[config.mk]
export PLATFORM = sky130hd
export DESIGN_NAME = ds2_modulator_tx
export DESIGN_NICKNAME = d
export VERILOG_FILES = /design/src/rtl/ds2_modulator_tx.sv
export SDC_FILE = /design/constraint.sdc
export NUM_CORES = 1
export LEC_CHECK = 0
export BUFFER_PORTS_ARGS = -buffer_cell sky130_fd_sc_hd__buf_2
export CAP_MARGIN = 20
export CORE_MARGIN = 10
export CORE_UTILIZATION = 45
export CTS_CLUSTER_SIZE = 25
export DETAILED_ROUTE_END_ITERATION = 6
export MAX_ROUTING_LAYER = met4
export PLACE_DENSITY_LB_ADDON = 0.25
export REMOVE_ABC_BUFFERS = 1
export SYNTH_ARGS = -nofsm -noshare
export SYNTH_HDL_FRONTEND = slang
export SYNTH_SLANG_ARGS = --single-unit
[constraint.sdc]
create_clock -name clk -period 3.85 [get_ports clk]
set_clock_uncertainty 0.2 [all_clocks]
set_input_delay 0.385 -clock clk [delete_from_list [all_inputs] [get_ports clk]]
set_output_delay 0.385 -clock clk [all_outputs]
set_load 0.005 [all_outputs]
[src/rtl/ds2_modulator_tx.sv]
// ds2_modulator_tx
// Second-order delta-sigma modulator, transmit side. It takes signed PCM
// samples over a valid/ready handshake, holds each one for OSR clocks, and
// emits one modulator bit per clock while running.
//
// Ports
//   clk        : single rising-edge clock
//   reset_n    : asynchronous active-low reset
//   enable     : run request; low returns the block to IDLE
//   din        : signed PCM sample, full scale FS = 2^(DIN_W-1)
//   din_valid  : sample offered
//   din_ready  : sample taken this cycle (combinational)
//   bit_out    : modulator bit, 1 = +FS, 0 = -FS
//   bit_valid  : bit_out valid this cycle
//   underrun   : sticky, no sample offered at a period boundary
//   overload   : sticky, an integrator saturated
//
// state | meaning
// IDLE  | integrators, phase and sticky flags cleared; waiting for a sample
// RUN   | one modulator step per clock; sample reload every OSR clocks
`timescale 1ns/1ps
module ds2_modulator_tx #(
  parameter int DIN_W = 16,
  parameter int OSR   = 64,
  parameter int INT_W = 24
) (
  input  logic                    clk,
  input  logic                    reset_n,
  input  logic                    enable,
  input  logic signed [DIN_W-1:0] din,
  input  logic                    din_valid,
  output logic                    din_ready,
  output logic                    bit_out,
  output logic                    bit_valid,
  output logic                    underrun,
  output logic                    overload
);

  localparam int PH_W = $clog2(OSR);
  localparam int EW   = INT_W + 1;
  localparam logic [PH_W-1:0] LAST = PH_W'(OSR - 1);

  localparam logic signed [EW-1:0] FS_P =
    $signed({{(EW-DIN_W){1'b0}}, 1'b1, {(DIN_W-1){1'b0}}});
  localparam logic signed [EW-1:0] FS_N = -FS_P;
  localparam logic signed [INT_W-1:0] I_MAX = $signed({1'b0, {(INT_W-1){1'b1}}});
  localparam logic signed [INT_W-1:0] I_MIN = $signed({1'b1, {(INT_W-1){1'b0}}});

  typedef enum logic {IDLE = 1'b0, RUN = 1'b1} state_t;

  state_t                  state, state_nxt;
  logic signed [DIN_W-1:0] x_reg, x_nxt;
  logic [PH_W-1:0]         phase, phase_nxt;
  logic signed [INT_W-1:0] i1, i1_nxt, i2, i2_nxt;
  logic                    bit_nxt, bv_nxt, und_nxt, ovl_nxt;

  // modulator step datapath
  logic                    v;
  logic signed [EW-1:0]    fb_e, x_e, i1_e, i2_e, diff1, diff2, s1, s2;
  logic                    clip1, clip2;
  logic signed [INT_W-1:0] i1_sat, i2_sat;

  assign din_ready = reset_n & enable & ((state == IDLE) | (phase == LAST));

  always_comb begin
    v     = ~i2[INT_W-1];
    fb_e  = v ? FS_P : FS_N;
    x_e   = {{(EW-DIN_W){x_reg[DIN_W-1]}}, x_reg};
    i1_e  = {i1[INT_W-1], i1};
    i2_e  = {i2[INT_W-1], i2};
    diff1 = x_e - fb_e;
    diff2 = i1_e - fb_e;
    s1    = i1_e + (diff1 >>> 1);
    s2    = i2_e + (diff2 >>> 1);
    // the EW-bit sums always fit; a mismatch in the two top bits means the
    // value left the INT_W range and must be clamped
    clip1  = s1[EW-1] ^ s1[EW-2];
    clip2  = s2[EW-1] ^ s2[EW-2];
    i1_sat = clip1 ? (s1[EW-1] ? I_MIN : I_MAX) : s1[INT_W-1:0];
    i2_sat = clip2 ? (s2[EW-1] ? I_MIN : I_MAX) : s2[INT_W-1:0];
  end

  always_comb begin
    state_nxt = state;
    x_nxt     = x_reg;
    phase_nxt = phase;
    i1_nxt    = i1;
    i2_nxt    = i2;
    bit_nxt   = bit_out;
    bv_nxt    = bit_valid;
    und_nxt   = underrun;
    ovl_nxt   = overload;
    case (state)
      IDLE: begin
        i1_nxt    = '0;
        i2_nxt    = '0;
        phase_nxt = '0;
        und_nxt   = 1'b0;
        ovl_nxt   = 1'b0;
        bv_nxt    = 1'b0;
        if (din_valid && din_ready) begin
          state_nxt = RUN;
          x_nxt     = din;
        end
      end
      RUN: begin
        if (!enable) begin
          state_nxt = IDLE;
          bv_nxt    = 1'b0;
        end else begin
          i1_nxt  = i1_sat;
          i2_nxt  = i2_sat;
          bit_nxt = v;
          bv_nxt  = 1'b1;
          ovl_nxt = overload | clip1 | clip2;
          if (phase == LAST) begin
            phase_nxt = '0;
            if (din_valid) x_nxt = din;
            else           und_nxt = 1'b1;
          end else begin
            phase_nxt = phase + PH_W'(1);
          end
        end
      end
      default: state_nxt = IDLE;
    endcase
  end

  always_ff @(posedge clk or negedge reset_n) begin
    if (!reset_n) begin
      state     <= IDLE;
      x_reg     <= '0;
      phase     <= '0;
      i1        <= '0;
      i2        <= '0;
      bit_out   <= 1'b0;
      bit_valid <= 1'b0;
      underrun  <= 1'b0;
      overload  <= 1'b0;
    end else begin
      state     <= state_nxt;
      x_reg     <= x_nxt;
      phase     <= phase_nxt;
      i1        <= i1_nxt;
      i2        <= i2_nxt;
      bit_out   <= bit_nxt;
      bit_valid <= bv_nxt;
      underrun  <= und_nxt;
      overload  <= ovl_nxt;
    end
  end

endmodule

* After elaboration in Yosys (flattened, before gate mapping) *
Cells that the tools add are included.

word-level totals
  bits in registers = 75

cells by class
  add/sub/neg operators = 5
  equal/unequal tests = 6
  mux-type cells = 27
  bitwise logic cells = 9
  reductions and logical operators = 4

operator list
  kind                   count
  $mux W24               6
  $pmux W24 S2           2
  $mux W16               4
  $add A24 B24 Y25       2
  $pmux W16 S2           1
  $mux W25               1
  $sub A16 B25 Y25       1
  $sub A24 B25 Y25       1
  $mux W6                2
  $pmux W6 S2            1
  $pmux W1 S2            4
  $add A6 B1 Y6 const B  1
  $eq A6 B6 Y1 const B   1
  $mux W1                6
  $ne A2 B2 Y1 const B   3
  $ne A2 B1 Y1 const B   2
  $reduce_and A4 Y1      1
  $or A1 B1 Y1           3
  $reduce_and A3 Y1      1
  $and A1 B1 Y1          2
  $not A1 Y1             2
  $reduce_and A2 Y1      1
  $xor A1 B1 Y1          2
  $logic_and A1 B1 Y1    1

* Depth between registers and ports, before layout *
Gate-level depths: netlist of run 1.

  depth in word-level cells = 8
  depth in mapped cells = 19

* Least setup slack after synthesis of run 1 *
No wires, ideal clock.

  kind = reg-to-reg
  start = register i2[23]
  end = register i2[21]
  data arrival time = 3554 ps
  slack = -38 ps
  cell stages (with the launch flop) = 20
  path buffers = 1
  cell sequence = dfrtp_1 > inv_1 > ha_1 > a21o_1 > a21oi_1 > o21bai_1 > a21oi_1 > o21bai_1 > a21oi_1 > xnor2_1 > ha_1 > inv_1 > o21bai_1 > a21oi_1 > o21ai_0 > a21oi_1 > mux2_2 > nand2_1 > clkbuf_2 > o21ai_0

on the way
  cells in the longest elaborated chain, start to end = 7

ends and longest elaborated chain
  element                                           line    text
  from (decl)                                       54      logic signed [INT_W-1:0] i1, i1_nxt, i2, i2_nxt;
  from (signal assigned)                            145     i2 <= i2_nxt;
  $mux W25                                          67      fb_e = v ? FS_P : FS_N;
  $sub A24 B25 Y25                                  72      diff2 = i1_e - fb_e;
  $add A24 B24 Y25 (*)                              74      s2 = i2_e + (diff2 >>> 1);
  $mux W24 / $xor A1 B1 Y1 (equally long branches)  80, 78
  $mux W24 (*)                                      80      i2_sat = clip2 ? (s2[EW-1] ? I_MIN : I_MAX) : s2[INT_W-1:0];
  $mux W24 (*)                                      107     if (!enable) begin
  $pmux W24 S2 (*)                                  93      case (state)

Every way passes the cells marked *; elsewhere a longest branch is shown, timed or not. The select of a mux whose other input is x is not followed.
A chain may end at the register's enable or synchronous reset.

* Final worst setup path of run 1 *
  start = register i2[23]
  end = register i2[4]

Same word-level chain as after synthesis.

==> results of run 1 <==
cell usage in the layout (no fill, tap or decap), drive strengths merged, types with 5 or more instances in the layout:
cell,instances
nand2,75
nor2,74
a211oi,12
o21ai,82
nand2b,6
inv,15
and3,5
mux2,18
clkbuf,12
nor2b,8
a31oi,10
ha,60
dfrtp,74
a21o,18
o21a,7
buf,57
a21oi,48
xnor2,29
xor2,16
o21bai,6
nand3,14
nor3,8
critical path, stage by stage, from the launching register on:
cell and delay, ns:
dfrtp_1 0.39, inv_2 0.13, ha_1 0.25, a21o_1 0.19
a21oi_2 0.15, buf_4 0.13, xnor2_1 0.14, ha_2 0.36
a21oi_1 0.23, nand2_1 0.13, a41oi_2 0.24, a211oi_4 0.10
o21ai_1 0.16, nand4b_1 0.16, mux2_4 0.33, nand2_8 0.12
clkbuf_16 0.16, o21ai_0 0.08
metal layers:
layer  global-route usage (%)  wire length, µm  part of all wire, %  vias up
met5                        -                0                    0        -
met4                     4.83              256                  1.8        0
met3                     3.71              428                  3.0       18
met2                     27.4             7120                   50       82
met1                     18.7             6460                   45     2389
li1                         -                -                    -     2481
layout make-up:
class	instances	area [µm²]	share of cell area, %
multi-input cells	551	3900	57.2
well taps	172	215	3.15
clock inverters	5	80.1	1.17
repair buffers	60	490	7.18
inverters	15	56.3	0.825
clock buffers	10	229	3.35
flip-flops and latches	74	1850	27.1
cells by family after synthesis:
kind of cell,after synthesis
buffers and inverters,34
adder cells (fa/ha/maj),64
AND/OR/NAND/NOR,215
XOR/XNOR,45
AO/OA/AOI/OAI,208
flip-flops,74
multiplexers,19
through the flow:
| step | utilization [%] | cell area (µm²) | total power [W] | TNS, ns | cells |
|---|---|---|---|---|---|
| after global placement | 49.5 | 6200 | 0.00451 | 0 | 863 |
| after floorplan | - | 5610 | 0.00358 | -10.12 | 640 |
| after detailed placement | 49.5 | 6200 | 0.00460 | -2.29 | 863 |
| final | 54.5 | 6830 | 0.00618 | 0 | 887 |
| after CTS | 52.2 | 6530 | 0.00558 | 0 | 879 |
| after global routing | 54.5 | 6830 | 0.00671 | -1.92 | 887 |
Yosys cell counts (8+ instances only):
cell / instances / area, µm²
a31oi_1: 8 / 50.1
nor2_1: 74 / 278
mux2_2: 18 / 203
nand3_1: 14 / 70.1
a21oi_1: 48 / 240
dfrtp_1: 74 / 1850
a21o_1: 17 / 128
o21ai_0: 58 / 290
xnor2_1: 28 / 245
nor2b_1: 8 / 50.1
xor2_1: 16 / 140
nor3_1: 8 / 40.0
a211oi_1: 9 / 67.6
nand2_1: 75 / 282
ha_1: 60 / 751
inv_1: 15 / 56.3
clkbuf_1: 12 / 45.0
o21ai_1: 24 / 120
how the worst max path moves through the flow:
stage	to	slack, ns	depth (start not counted)
after floorplan	i2[8]	-0.55	18
after global placement	i2[8]	0.02	19
after detailed placement	i2[22]	-0.12	19
after CTS	i2[22]	0.01	18
after global routing	i2[22]	-0.12	21
final	i2[4]	0.07	17
power by group through the flow:
stage,registers [W],logic (W),clock network (W)
after CTS,0.00109,0.00356,0.000919
final,0.00109,0.00419,0.000896
after floorplan,0.00105,0.00253,0
after detailed placement,0.00111,0.00350,0
after global routing,0.00112,0.00464,0.000955
after global placement,0.00110,0.00341,0
timing repair:
action,4_1_cts,5_1_grt
gates cloned,0,4
endpoints found under the setup margin,23,30
hold endpoints to repair,34,0
gates resized for setup,7,46
buffers inserted,0,4
hold buffers,1,0
pin swaps,1,15
==> summary.txt, run 1 <==
Status -> completed
YS warnings -> 0
Period utilization -> 98.2%
Crit-path max FO -> 7
Area grow syn2layout -> 19.7%
PortBufs -> 23
Max_cap viols -> 0
Worst Hold Margin -> 0.0640 ns
Ys async rst share -> 100%
Largest net degree at the start of global routing -> 48
Register area share after synthesis -> 32.5%
Leak Pwr -> 3.20 nW
First-pass GRT wire length -> 23000 µm
Syn avg cell area -> 8.65 µm²
FF-to-FF End -> i2[4]
Io pins -> 25
Compound-Gate Fraction of Synth Area -> 22.9%
Hold crit path type -> in -> reg
Switching part of the total -> 44.6%
RSZ-0062 raised after global routing -> yes
# rows -> 41
Routed wire length -> 14300 µm
Reg2reg path depth -> 17
Die W -> 133 µm
Worst Setup Start Kind -> flip-flop
Fill count -> 1170
Reg clk slew, reported paths -> 0.06 ns
Final setup vio count -> 0
Gate power share -> 67.8%
Initial antenna violation count -> 0
Syn Std Cell Area -> 5700 µm²
Starting density of the core -> 45.6%
Diode count -> 0
Hold Path End -> x_reg[15]
Sequential Power Share -> 17.7%
Post-synth EDFFs -> 0
Int Power -> 0.00342 W
Overflow after GRT -> 0
Mapped Cells -> 659
Die Y -> 133 µm
Slew @ Worst Pin -> 0.557 ns
Vias in the first global route -> 4761
Min-Delay Path Depth -> 2
Commonest register cell after synthesis -> dfrtp_1
Post-synthesis simple-gate area fraction -> 16.9%
Synth Register Bits -> 74
Core area -> 12500 µm²
Xor and xnor area share after synthesis -> 7.04%
Longest Clk Path Bufs -> 2
Hold path startpoint -> din[15]
H-tree depth -> 3
Max-slew headroom -> 62.4%
Hold Vio Cnt, Final -> 0
Main combinational cell family by area after synthesis -> compound AO/OA/AOI/OAI gates
Critical path data arrival time -> 3.81 ns
Num CTS Buffers -> 9
Crit. Startpoint -> i2[23]
Worst Setup End Kind -> flip-flop
Post-Synth Adder-Cell Area -> 14.4%
FF-to-FF Start -> i2[23]
Routed Antenna Nets -> 0
Clock root buffer -> clkbuf_16
CP required -> 3.88 ns
WL/cell -> 16.1 µm
Clk sinks -> 74
Iteration-0 DRC Markers -> 275
Fmax -> 0.264 GHz
DRC viols -> 0
Share of layout cells above drive strength 1 -> 18.3%
Clock network fraction of total power -> 14.5%
Detailed Place HPWL -> 9790 µm
WS Path Type -> reg -> reg
Drt first pass iters -> 4
Power Density -> 905 nW/µm²
Final #Nets -> 794
Max-slew violations -> 0
Sw Pwr -> 0.00276 W
Maximum VDD drop -> 0.419 mV
Die ar. -> 17600 µm²
Yosys cell types -> 63
RD Place Congestion -> 0.877
Mux cell area share after synthesis -> 3.73%
CTS tree -> built
Pre-CTS WS -> -0.120 ns
Min cycle time layout -> 3.78 ns
Avg Vias per Cell -> 5.60
Gr usage total -> 16.2%
R2r setup slk -> 0.07 ns
Via Count -> 4970
Latest clock arrival within the worst-skew pair -> 0.35 ns
Final setup margin -> 0.0688 ns
Power figures use the tool's default switching activity.
==> run 2, diff against run 1 <==
--- a/config.mk
+++ b/config.mk
@@ -5,6 +5,7 @@
 export SDC_FILE = /design/constraint.sdc
 export NUM_CORES = 1
 export LEC_CHECK = 0
+export ABC_AREA = 1
 export BUFFER_PORTS_ARGS = -buffer_cell sky130_fd_sc_hd__buf_2
 export CAP_MARGIN = 20
 export CORE_MARGIN = 10
==> run 2 against run 1 <==
  * Non-clock buffer count down 15
  * Setup slack improved by 0.20 ns
  * Hold slack lost 0.029 ns
  * Register-to-register slack gained 0.20 ns
  * Critical path depth grew 5
  * First-iteration DRC count increased by 31%
  * Count of clock-buffer cells in the layout down 1
  * Design area rose by 9.1%
  * Critical path type unchanged
==> summary.txt, run 2 <==
WS Path Type -> reg -> reg
Synth cell count leaders -> 333 x nand2_1, 95 x inv_1, 74 x dfrtp_1
Worst path cell trace -> inv_4 -> fa_2 -> nand3_1 -> nand3_2 -> a21oi_2 -> o21ai_1 -> nand2_1 -> nand2_1 -> a21oi_2 -> xor2_1 -> ha_1 -> nand2_2 -> nor2_4 -> buf_4 -> a21oi_4 -> nand3_1 -> nand2_1 -> nand2_2 -> a21oi_4 -> clkbuf_16 -> o21ai_1 -> nand2_1
Num CTS Buffers -> 9 (unchanged)
Fmax -> 0.279 GHz (+5.4%)
Synth top area cells -> dfrtp_1 29%, nand2_1 19%, ha_1 12%
Post-synthesis simple-gate area fraction -> 32.0% (+15 points)
Max-slew headroom -> 52.9% (-9.5 points)
Iteration-0 DRC Markers -> 360 (+31%)
Max-slew violations -> 0 (unchanged)
Slowest-stage cell, CP -> dfrtp_1
Gr usage total -> 17.0% (+0.81 points)
Highest-count cells in the layout ignoring fill and taps -> 325 x nand2_1, 94 x inv_1, 73 x dfrtp_1
Final #Nets -> 1051 (+32%)
Main combinational cell family by area after synthesis -> simple AND/OR/NAND/NOR gates
Ys async rst share -> 100% (unchanged)
Mapped Cells -> 927 (+41%)
Dominant cell type by area after synthesis -> dfrtp_1
Most numerous cell in the Yosys netlist -> nand2_1
Die Y -> 140 µm (+5.6%)
Latest clock arrival within the worst-skew pair -> 0.36 ns (about the same)
Syn avg cell area -> 7.00 µm² (-19%)
Yosys cell types -> 41 (-35%)
Overflow after GRT -> 0 (unchanged)
Avg Vias per Cell -> 5.13 (-8.5%)
Hold Vio Cnt, Final -> 0 (unchanged)
Area grow syn2layout -> 14.9%
Diode count -> 0 (unchanged)
Initial antenna violation count -> 0 (unchanged)
RD Place Congestion -> 0.926 (+5.6%)
Die ar. -> 19600 µm² (+12%)
Largest net degree at the start of global routing -> 57 (+19%)
Drt first pass iters -> 5 (+1)
Slowest cell delay on critical path -> 0.38 ns (about the same)
Worst path top cell family by delay -> compound AO/OA/AOI/OAI gates
Register area share after synthesis -> 28.5% (-3.9 points)
Max Used Layer -> met4
Metal3 WL -> 529 µm (+24%)
Starting density of the core -> 46.4% (+0.81 points)
Die W -> 140 µm (+5.6%)
Critical path data arrival time -> 3.68 ns (-0.13 ns)
YS warnings -> 0 (unchanged)
Final Cell Area -> 7450 µm² (+9.1%)
Final setup vio count -> 0 (unchanged)
Area after DPL -> 6850 µm² (+10%)
Met2 wire len -> 7420 µm (+4.2%)
PortBufs -> 23 (unchanged)
Period utilization -> 93.1% (-5.1 points)
Worst Setup End Kind -> flip-flop
Io pins -> 25 (unchanged)
DRC viols -> 0 (unchanged)
WL/cell -> 14.1 µm (-12%)
Hold crit path type -> in -> reg
Post-Synth Adder-Cell Area -> 12.5% (-1.9 points)
Compound-Gate Fraction of Synth Area -> 10.5% (-12 points)
Commonest non-fill, non-tap cell in the layout -> nand2_1
Worst Setup Start Kind -> flip-flop
Synth Register Bits -> 74 (unchanged)
Mux cell area share after synthesis -> 2.43% (-1.3 points)
Syn Std Cell Area -> 6490 µm² (+14%)
Synth top area share -> 28.5% (-3.9 points)
Commonest register cell after synthesis -> dfrtp_1
Slew @ Worst Pin -> 0.707 ns (+0.150 ns)
CTS tree -> built
Routed Antenna Nets -> 0 (unchanged)
Vias in the first global route -> 5622 (+18%)
Cell Count, Final, Fillers Out -> 1153 (+30%)
Reg clk slew, reported paths -> 0.07 ns (about the same)
Detailed Place HPWL -> 12300 µm (+26%)
Longest Clk Path Bufs -> 2 (unchanged)
CP most frequent cell -> nand2_1
Post-Place Cells -> 1127 (+31%)
CP bufs+invs -> 3 (unchanged)
Post-synth EDFFs -> 0 (unchanged)
Share of layout cells above drive strength 1 -> 13.7% (-4.7 points)
Min cycle time layout -> 3.59 ns (-0.195 ns)
First-pass GRT wire length -> 27200 µm (+18%)
Status -> completed
Max_cap viols -> 0 (unchanged)
CP required -> 3.95 ns (+0.07 ns)
# rows -> 43 (+4.9%)
Routed wire length -> 16300 µm (+14%)
Clk sinks -> 74 (unchanged)
Xor and xnor area share after synthesis -> 6.48% (-0.56 points)
Via Count -> 5910 (+19%)
Met1 Routed Length -> 8020 µm (+24%)
Core area -> 14000 µm² (+12%)
Crit-path max FO -> 6 (-1)
Clock root buffer -> clkbuf_16
H-tree depth -> 3 (unchanged)
run 2: path summary, 6_finish.rpt:
check	end	slack (ns)	startpoint	cells past startpoint
worst max-delay path	i2[17]	0.26	i2[23]	22
max in group asynchronous	i1[16]	2.18	reset_n	3
worst min register to register	bit_out	0.28	bit_out	2
min in group asynchronous	i2[1]	0.25	reset_n	2
worst min-delay path	x_reg[11]	0.03	din[11]	2
worst max register to register	i2[17]	0.26	i2[23]	22
run 2: cells by family after synthesis:
kind of cell / after synthesis
AND/OR/NAND/NOR: 495
AO/OA/AOI/OAI: 119
buffers and inverters: 114
flip-flops: 74
adder cells (fa/ha/maj): 63
XOR/XNOR: 48
multiplexers: 14
run 2: final cells by class:
class / instances / area [µm²]
sequential: 74 / 1850
clock inverter: 7 / 109
multi-input combinational: 739 / 4320
fill: 1403 / 6540
clock buffer: 9 / 225
inverter: 99 / 374
tap: 180 / 225
timing repair buffer: 45 / 348
run 2: worst reg2reg max path: stages (launching register included):
cell and delay (ns):
dfrtp_1 0.38, inv_4 0.08, fa_2 0.35, nand3_1 0.10, nand3_2 0.09, a21oi_2 0.13, o21ai_1 0.09, nand2_1 0.07
nand2_1 0.06, a21oi_2 0.12, xor2_1 0.18, ha_1 0.32, nand2_2 0.11, nor2_4 0.04, buf_4 0.13, a21oi_4 0.15
nand3_1 0.12, nand2_1 0.10, nand2_2 0.09, a21oi_4 0.28, clkbuf_16 0.22, o21ai_1 0.06, nand2_1 0.06
run 2: stage by stage:
stage          setup WS [ns]  hold WS [ns]  util (%)  setup TNS [ns]
2_1_floorplan          0.126        -0.111         -               0
3_3_place_gp         0.00556        0.0928      49.0               0
3_5_place_dp         -0.0534        0.0895      49.0          -0.103
4_1_cts              0.00594        0.0261      51.6               0
5_1_grt              -0.0327        0.0410      53.3          -0.339
6_report               0.264        0.0347      53.3               0
run 2: what timing repair did:
action,4_1_cts,5_1_grt
resized for setup,3,37
setup buffers,2,5
hold endpoints to repair,18,0
setup endpoints to repair,7,25
pin swaps,1,12
hold buffers,1,0
cloned,0,2
run 2: per-layer routing:
metal,track usage [%],vias to the layer above
li1,-,3080
met1,22.1,2703
met2,26.1,98
met3,2.91,29
met4,5.76,0
met5,-,-
Power of run 2 is left out: the tool's default activity adds up to more than one toggle a clock period on the data nets, which glitch-free logic cannot reach.
